## src/rtl/dead_time_monitor.sv

```systemverilog
// dead_time_monitor: measures the dead time between complementary gate
// commands and flags short dead time and shoot-through.
// Ports: clk_i, rst_i (sync, active-high), gate_a_i/gate_b_i (gate cmds),
//   dt_min_i (min dead time), fault_clr_i (clear sticky flags),
//   dt_meas_o/dt_valid_o (measurement + pulse), dt_viol_o,
//   shoot_through_o (sticky flags), fault_o (OR of flags).
module dead_time_monitor #(
  parameter int DeadTimeWidth = 5
) (
  input  logic                     clk_i,
  input  logic                     rst_i,
  input  logic                     gate_a_i,
  input  logic                     gate_b_i,
  input  logic [DeadTimeWidth-1:0] dt_min_i,
  input  logic                     fault_clr_i,
  output logic [DeadTimeWidth-1:0] dt_meas_o,
  output logic                     dt_valid_o,
  output logic                     dt_viol_o,
  output logic                     shoot_through_o,
  output logic                     fault_o
);

  typedef enum logic [2:0] {
    IDLE, ON_A, ON_B, DEAD_A, DEAD_B, OVERLAP
  } state_t;

  localparam logic [DeadTimeWidth-1:0] One = DeadTimeWidth'(1);

  state_t                   state_q, state_d;
  logic [DeadTimeWidth-1:0] cnt_q, cnt_d, cnt_inc;
  logic [DeadTimeWidth-1:0] meas_d;
  logic                     a_q, b_q;
  logic                     valid_d, viol_d, shoot_d;
  logic                     hit, overlap;

  // Counter saturates at all-ones so very long gaps never wrap short.
  assign cnt_inc = (cnt_q == '1) ? cnt_q : cnt_q + One;
  assign overlap = a_q & b_q;

  always_comb begin
    state_d = state_q;
    cnt_d   = cnt_q;
    meas_d  = dt_meas_o;
    hit     = 1'b0;
    if (overlap) begin
      state_d = OVERLAP;
    end else begin
      unique case (state_q)
        IDLE: begin
          if (a_q)      state_d = ON_A;
          else if (b_q) state_d = ON_B;
        end
        ON_A: begin
          if (b_q) begin
            state_d = ON_B;
            meas_d  = '0;
            hit     = 1'b1;
          end else if (!a_q) begin
            state_d = DEAD_A;
            cnt_d   = One;
          end
        end
        ON_B: begin
          if (a_q) begin
            state_d = ON_A;
            meas_d  = '0;
            hit     = 1'b1;
          end else if (!b_q) begin
            state_d = DEAD_B;
            cnt_d   = One;
          end
        end
        DEAD_A: begin
          if (b_q) begin
            state_d = ON_B;
            meas_d  = cnt_q;
            hit     = 1'b1;
          end else if (a_q) begin
            state_d = ON_A;
          end else begin
            cnt_d = cnt_inc;
          end
        end
        DEAD_B: begin
          if (a_q) begin
            state_d = ON_A;
            meas_d  = cnt_q;
            hit     = 1'b1;
          end else if (b_q) begin
            state_d = ON_B;
          end else begin
            cnt_d = cnt_inc;
          end
        end
        OVERLAP: begin
          if (a_q)      state_d = ON_A;
          else if (b_q) state_d = ON_B;
          else          state_d = IDLE;
        end
        default: state_d = IDLE;
      endcase
    end
    valid_d = hit;
    // A new set condition beats a simultaneous clear.
    if (hit && (meas_d < dt_min_i)) viol_d = 1'b1;
    else if (fault_clr_i)           viol_d = 1'b0;
    else                            viol_d = dt_viol_o;
    if (overlap)          shoot_d = 1'b1;
    else if (fault_clr_i) shoot_d = 1'b0;
    else                  shoot_d = shoot_through_o;
  end

  always_ff @(posedge clk_i) begin
    if (rst_i) begin
      a_q             <= 1'b0;
      b_q             <= 1'b0;
      state_q         <= IDLE;
      cnt_q           <= '0;
      dt_meas_o       <= '0;
      dt_valid_o      <= 1'b0;
      dt_viol_o       <= 1'b0;
      shoot_through_o <= 1'b0;
    end else begin
      a_q             <= gate_a_i;
      b_q             <= gate_b_i;
      state_q         <= state_d;
      cnt_q           <= cnt_d;
      dt_meas_o       <= meas_d;
      dt_valid_o      <= valid_d;
      dt_viol_o       <= viol_d;
      shoot_through_o <= shoot_d;
    end
  end

  assign fault_o = dt_viol_o | shoot_through_o;

endmodule

```

## config.mk

```make
export PLATFORM = sky130hd
export DESIGN_NAME = dead_time_monitor
export DESIGN_NICKNAME = d
export VERILOG_FILES = /design/src/rtl/dead_time_monitor.sv
export SDC_FILE = /design/constraint.sdc
export NUM_CORES = 1
export LEC_CHECK = 0
export CORE_MARGIN = 5
export CORE_UTILIZATION = 54
export CTS_CLUSTER_DIAMETER = 200
export DETAILED_ROUTE_END_ITERATION = 12
export GPL_TIMING_DRIVEN = 1
export PLACE_DENSITY_LB_ADDON = 0.1
export SLEW_MARGIN = 10
export SYNTH_ARGS = -nofsm -noshare
export SYNTH_HDL_FRONTEND = slang
export SYNTH_SLANG_ARGS = --single-unit
export TNS_END_PERCENT = 5
```

## constraint.sdc

```tcl
create_clock -name clk_i -period 7 [get_ports clk_i]
set_clock_uncertainty 0.1 [all_clocks]
set_input_delay 0.7 -clock clk_i [delete_from_list [all_inputs] [get_ports clk_i]]
set_output_delay 0.7 -clock clk_i [all_outputs]
set_load 0.02 [all_outputs]
```

==> run metrics, run 1 <==
DRT Pass-1 Iters=4; CP max-delay cell=or4_1; die width=52.8 um; vias in the first global route=870; Worst Path Buf+Inv=0; post-route ant nets=0; Tightest Pin Transition=0.651 ns; reg-to-reg startpoint=cnt_q[0]; clock latency on the worst-skew pair=0.28 ns; Core Footprint=1730 sq um; final period utilization=0.370; GRT overflow=0; routability cong.=0.766; CP cell instances=ha_1 -> and3_1 -> ha_1 -> and3_2 -> o22a_1 -> or3_4 -> or4_1 -> a21oi_1; Reg clk slew, reported paths=0.09 ns; Final Hold Viols=0; global-route wire length before repair=3770 um; critical path capture point=cnt_q[3]; initial core utilization=0.573; port buffer count=18; PwrDens=163 nW/um^2; H-tree lvl count=1; DR top layer=met4; worst hold path type=reg -> reg; critical path endpoint category=flip-flop; DRC Markers=0; FP Rows=15; Worst path depth=8; Final setup viols=0; EDFF count, synth=0; Die Y=52.8 um; Post-synth ARST share=0; largest net degree at the start of global routing=20; met2 routed WL=947 um; fin nets=149; Pleak=0.000467 uW; synth warn=0; most used cell, CP=ha_1; Highest Clock Rate=386 MHz; final setup TNS=0 ns; Crit path largest cell delay=0.52 ns; Worst Setup Start Kind=flip-flop; Mapped Cells=117; 1st-iter DRT viols=9; die area=2790 sq um; layout cells sized above 1=0.0687; cell family with most CP delay=simple AND/OR/NAND/NOR gates; highest ir drop seen on vdd=94.0 uV; dominant synthesized flop cell=dfxtp_1; Met3 Wirelength=88 um; Slew Limit Fails=0; vias per inst=5.58; Post-Syn Nets=133; antenna violations before repair=0; CTS root buf=clkbuf_4; CP arrival=2.69 ns; Post-CTS Setup Bufs=0; crit path kind=reg -> reg; IO Pins=19; worst r2r dst=cnt_q[3]; wl on met1=924 um; FF-to-FF setup slack=4.41 ns; CP max FO=6; Worst Path Required=7.10 ns; Hold-fix buffers, CTS=0; Sink Count=18; number of diodes=0; vias=870; total CTS buffers=3; final wirelength=2010 um; Overall Global Routing Usage=0.180; post-CTS sizing=0; mean area per synthesized cell=8.46 sq um; unrepaired setup endpoints after global routing=false; post-synthesis instance area=990 sq um; sequential element share of the synthesized area=0.364; WHS=0.394 ns; CTS tree=done; status=completed; synth unique cells=38; Area Growth Syn to Fin=19.3%; Slew HR=0.565; most frequent cells in the layout=18 x dfxtp_1, 18 x clkdlybuf4s50_1, 11 x a21oi_1; post-DP HPWL=1560 um; Wirelength per Cell=12.9 um; max-cap violation count=0; Max Root-Sink Buffers=2; final worst path period need=2.59 ns; CP startpoint=cnt_q[0]; R2R depth=8; register bit total from synthesis=18
routing by layer:
| layer | up-vias | GRT usage |
|---|---|---|
| met1 | 399 | 0.234 |
| met4 | 0 | 0.0979 |
| met3 | 6 | 0.0313 |
| met5 | - | 0 |
| met2 | 19 | 0.279 |
| li1 | 446 | - |
through the flow:
step | utilization | std cells | setup slack [ns] | cell area [sq um] | power [uW]
finish | 0.684 | 156 | 4.41 | 1180 | 192
global route | 0.684 | 156 | 4.25 | 1180 | 206
CTS | 0.684 | 156 | 4.41 | 1180 | 195
detailed placement | 0.671 | 153 | 4.42 | 1160 | 147
global placement | 0.671 | 153 | 4.47 | 1160 | 146
floorplan | - | 117 | 4.58 | 990 | 137
where the power goes:
group          leakage [uW]  internal, uW  switching [uW]  total, uW
Combinational      0.000307          17.1            15.3       32.4
Sequential         0.000147           106            6.59        113
Clock             0.0000138          19.9            27.6       47.5
Total              0.000467           143            49.5        192
cell usage after synthesis, types with 2 or more instances:
master     n  area share
dfxtp_1   18        0.36
a21oi_1   11       0.056
nand2_1   10       0.038
nor2_1     7       0.027
nor2b_1    7       0.044
ha_1       6       0.076
o21ai_0    6       0.030
inv_1      5       0.019
a22o_1     4       0.035
clkbuf_1   4       0.015
nand3_1    3       0.015
nor3_1     3       0.015
buf_6      2       0.023
mux2i_1    2       0.020
nand2b_1   2       0.013
nand3b_1   2       0.015
nand4_1    2       0.013
o211ai_1   2       0.015
o21bai_1   2       0.015
worst min path at each step:
stage,start,slack (ns),endpoint,cells after the start
6_report,shoot_through_o,0.39,shoot_through_o,2
5_1_grt,shoot_through_o,0.41,shoot_through_o,2
4_1_cts,cnt_q[4],0.40,cnt_q[4],2
3_5_place_dp,shoot_through_o,0.38,shoot_through_o,2
3_3_place_gp,shoot_through_o,0.37,shoot_through_o,2
2_1_floorplan,cnt_q[4],0.35,cnt_q[4],2
tightest hold or removal path, stage by stage, from the launching register on:
cell      delay (ns)
dfxtp_1         0.33
nand2b_1        0.07
a21oi_1         0.06
final cells by class:
type | instances | area (sq um)
Sequential cell | 18 | 360
Inverter | 5 | 18.8
Fill cell | 151 | 546
Clock buffer | 3 | 22.5
Timing Repair Buffer | 18 | 180
Multi-Input combinational cell | 87 | 568
Tap cell | 25 | 31.3
sequential cells by signal, summed over array words and instances (netlist names):
| name | count |
|---|---|
| cnt_q | 5 |
| dt_meas_o | 5 |
| state_q | 3 |
| a_q | 1 |
| b_q | 1 |
| dt_valid_o | 1 |
| dt_viol_o | 1 |
| shoot_through_o | 1 |
cell families (layout without fill, tap and decap cells):
kind of cell,after synthesis,in the layout,synth area share
buf+inv,12,26,0.0619
mux,3,3,0.0316
fa+ha+maj,6,6,0.0759
xor+xnor,1,1,0.00885
flops,18,18,0.364
compound gates,30,30,0.188
simple gates,47,47,0.269
Note: power is estimated with default switching activity, not from simulation.
==> inputs of run 2 (changes only) <==
- CORE_ASPECT_RATIO: default -> 0.6
- CORE_UTILIZATION: 54 -> 45
- clock period: 7 -> 2.2 ns (I/O delays scaled with it)
==> run 2 against run 1 <==
  * The run now ends with setup timing left
  * Register-to-register slack worse by 4.4 ns
  * Sequential cell count stayed put
  * Core utilization decreased by 1.1 points
  * Critical endpoint unchanged
  * Largest cell class unchanged
  * Largest power group unchanged
==> run metrics, run 2 (synthesized netlist as in run 1, its figures left out) <==
Slew Limit Fails=0; DRC Markers=0; Final Hold Viols=0; vias in the first global route=898; Hold-fix buffers, CTS=0; layout cells sized above 1=0.279; CP max FO=2; final period utilization=1.01; Die Y=46.3 um; number of diodes=0; crit path kind=reg -> reg; Worst Setup Start Kind=flip-flop; Reg clk slew, reported paths=0.07 ns; DRT Pass-1 Iters=5; global-route wire length before repair=4170 um; H-tree lvl count=1; vias=962; 1st-iter DRT viols=65; fin worst setup slack=-0.0152 ns; final worst path period need=2.22 ns; worst hold path type=reg -> reg; Max Root-Sink Buffers=2; IO Pins=19; fin nets=164; largest net degree at the start of global routing=16; Final setup viols=1; highest ir drop seen on vdd=425 uV; routability cong.=0.900; status=complete, but fails checks; CTS root buf=clkbuf_8; post-DP HPWL=1780 um; Core Footprint=2130 sq um; Area Growth Syn to Fin=45.0%; max-cap violation count=0; Sink Count=18; FF-to-FF setup slack=-0.02 ns; most common cell after layout, fill and taps aside=clkdlybuf4s50_1; clock latency on the worst-skew pair=0.26 ns; Placed Cells=171; die width=70.5 um; unrepaired setup endpoints after global routing=true; largest registers=cnt_q x5, dt_meas_o x5, state_q x3; die area=3270 sq um; PwrDens=542 nW/um^2; CTS tree=done; vias per inst=5.44; antenna violations before repair=0; port buffer count=18; CP arrival=2.31 ns; FP Rows=13; critical path endpoint category=flip-flop; total CTS buffers=3; most frequent cells in the layout=18 x clkdlybuf4s50_1, 15 x buf_4, 13 x dfxtp_1; Highest Clock Rate=451 MHz; Worst Path Required=2.29 ns; failing checks=setup timing; Pleak=0.000559 uW; Tightest Pin Transition=0.409 ns; initial core utilization=0.464; final wirelength=2460 um; GRT overflow=0; Overall Global Routing Usage=0.167; Final Cell Area=1440 sq um; Wirelength per Cell=13.9 um; Slew HR=0.725; Final Non-Filler Cells=177; post-route ant nets=0; placed inst area=1300 sq um
-- run 2: routing by layer --
metal  track usage  part of all wire  up-vias
li1              -                 -      474
met1         0.215              0.50      450
met2         0.260              0.41       33
met3        0.0632             0.076        5
met4        0.0562             0.013        0
met5             0                 0        -
-- run 2: per-stage QoR --
stage	setup slack, ns	total power, uW	TNS, ns	utilization	hold slack, ns
4_1_cts	-0.0263	783	-0.0320	0.666	0.387
2_1_floorplan	-0.0222	440	-0.0222	-	0.248
5_1_grt	-0.0920	821	-0.127	0.674	0.407
3_3_place_gp	-0.0508	496	-0.0587	0.611	0.373
6_report	-0.0152	778	-0.0152	0.674	0.382
3_5_place_dp	-0.154	497	-0.154	0.611	0.377
-- run 2: critical path, cell delays in order (launching register included) --
cell and delay (ns):
dfxtp_4 0.35, ha_4 0.15, and3_4 0.18, ha_4 0.15, and3_4 0.17, o22a_1 0.17, or3_4 0.33, or4_4 0.42
a21oi_2 0.13
-- run 2: worst paths after layout --
check             cells past startpoint         endpoint             from
hold / removal                        2  shoot_through_o  shoot_through_o
setup reg to reg                      8         cnt_q[3]         cnt_q[0]
hold reg to reg                       2  shoot_through_o  shoot_through_o
setup / recovery                      8         cnt_q[3]         cnt_q[0]
-- run 2: layout make-up --
cell class                 instances  area (sq um)
tap                               30          37.5
sequential                        18           374
clock buffer                       4          55.1
multi-input combinational         87           657
timing repair buffer              33           293
fill                             177           696
inverter                           5          18.8
-- run 2: repair_timing --
item,CTS,global route
pin swaps,3,4
setup buffers,2,0
endpoints found under the setup margin,2,3
resized for setup,11,6
-- run 2: where the power goes --
group          total, uW  internal [uW]  switching [uW]
registers            353            338            14.7
clock network        273            159             113
logic                153           82.0            70.9
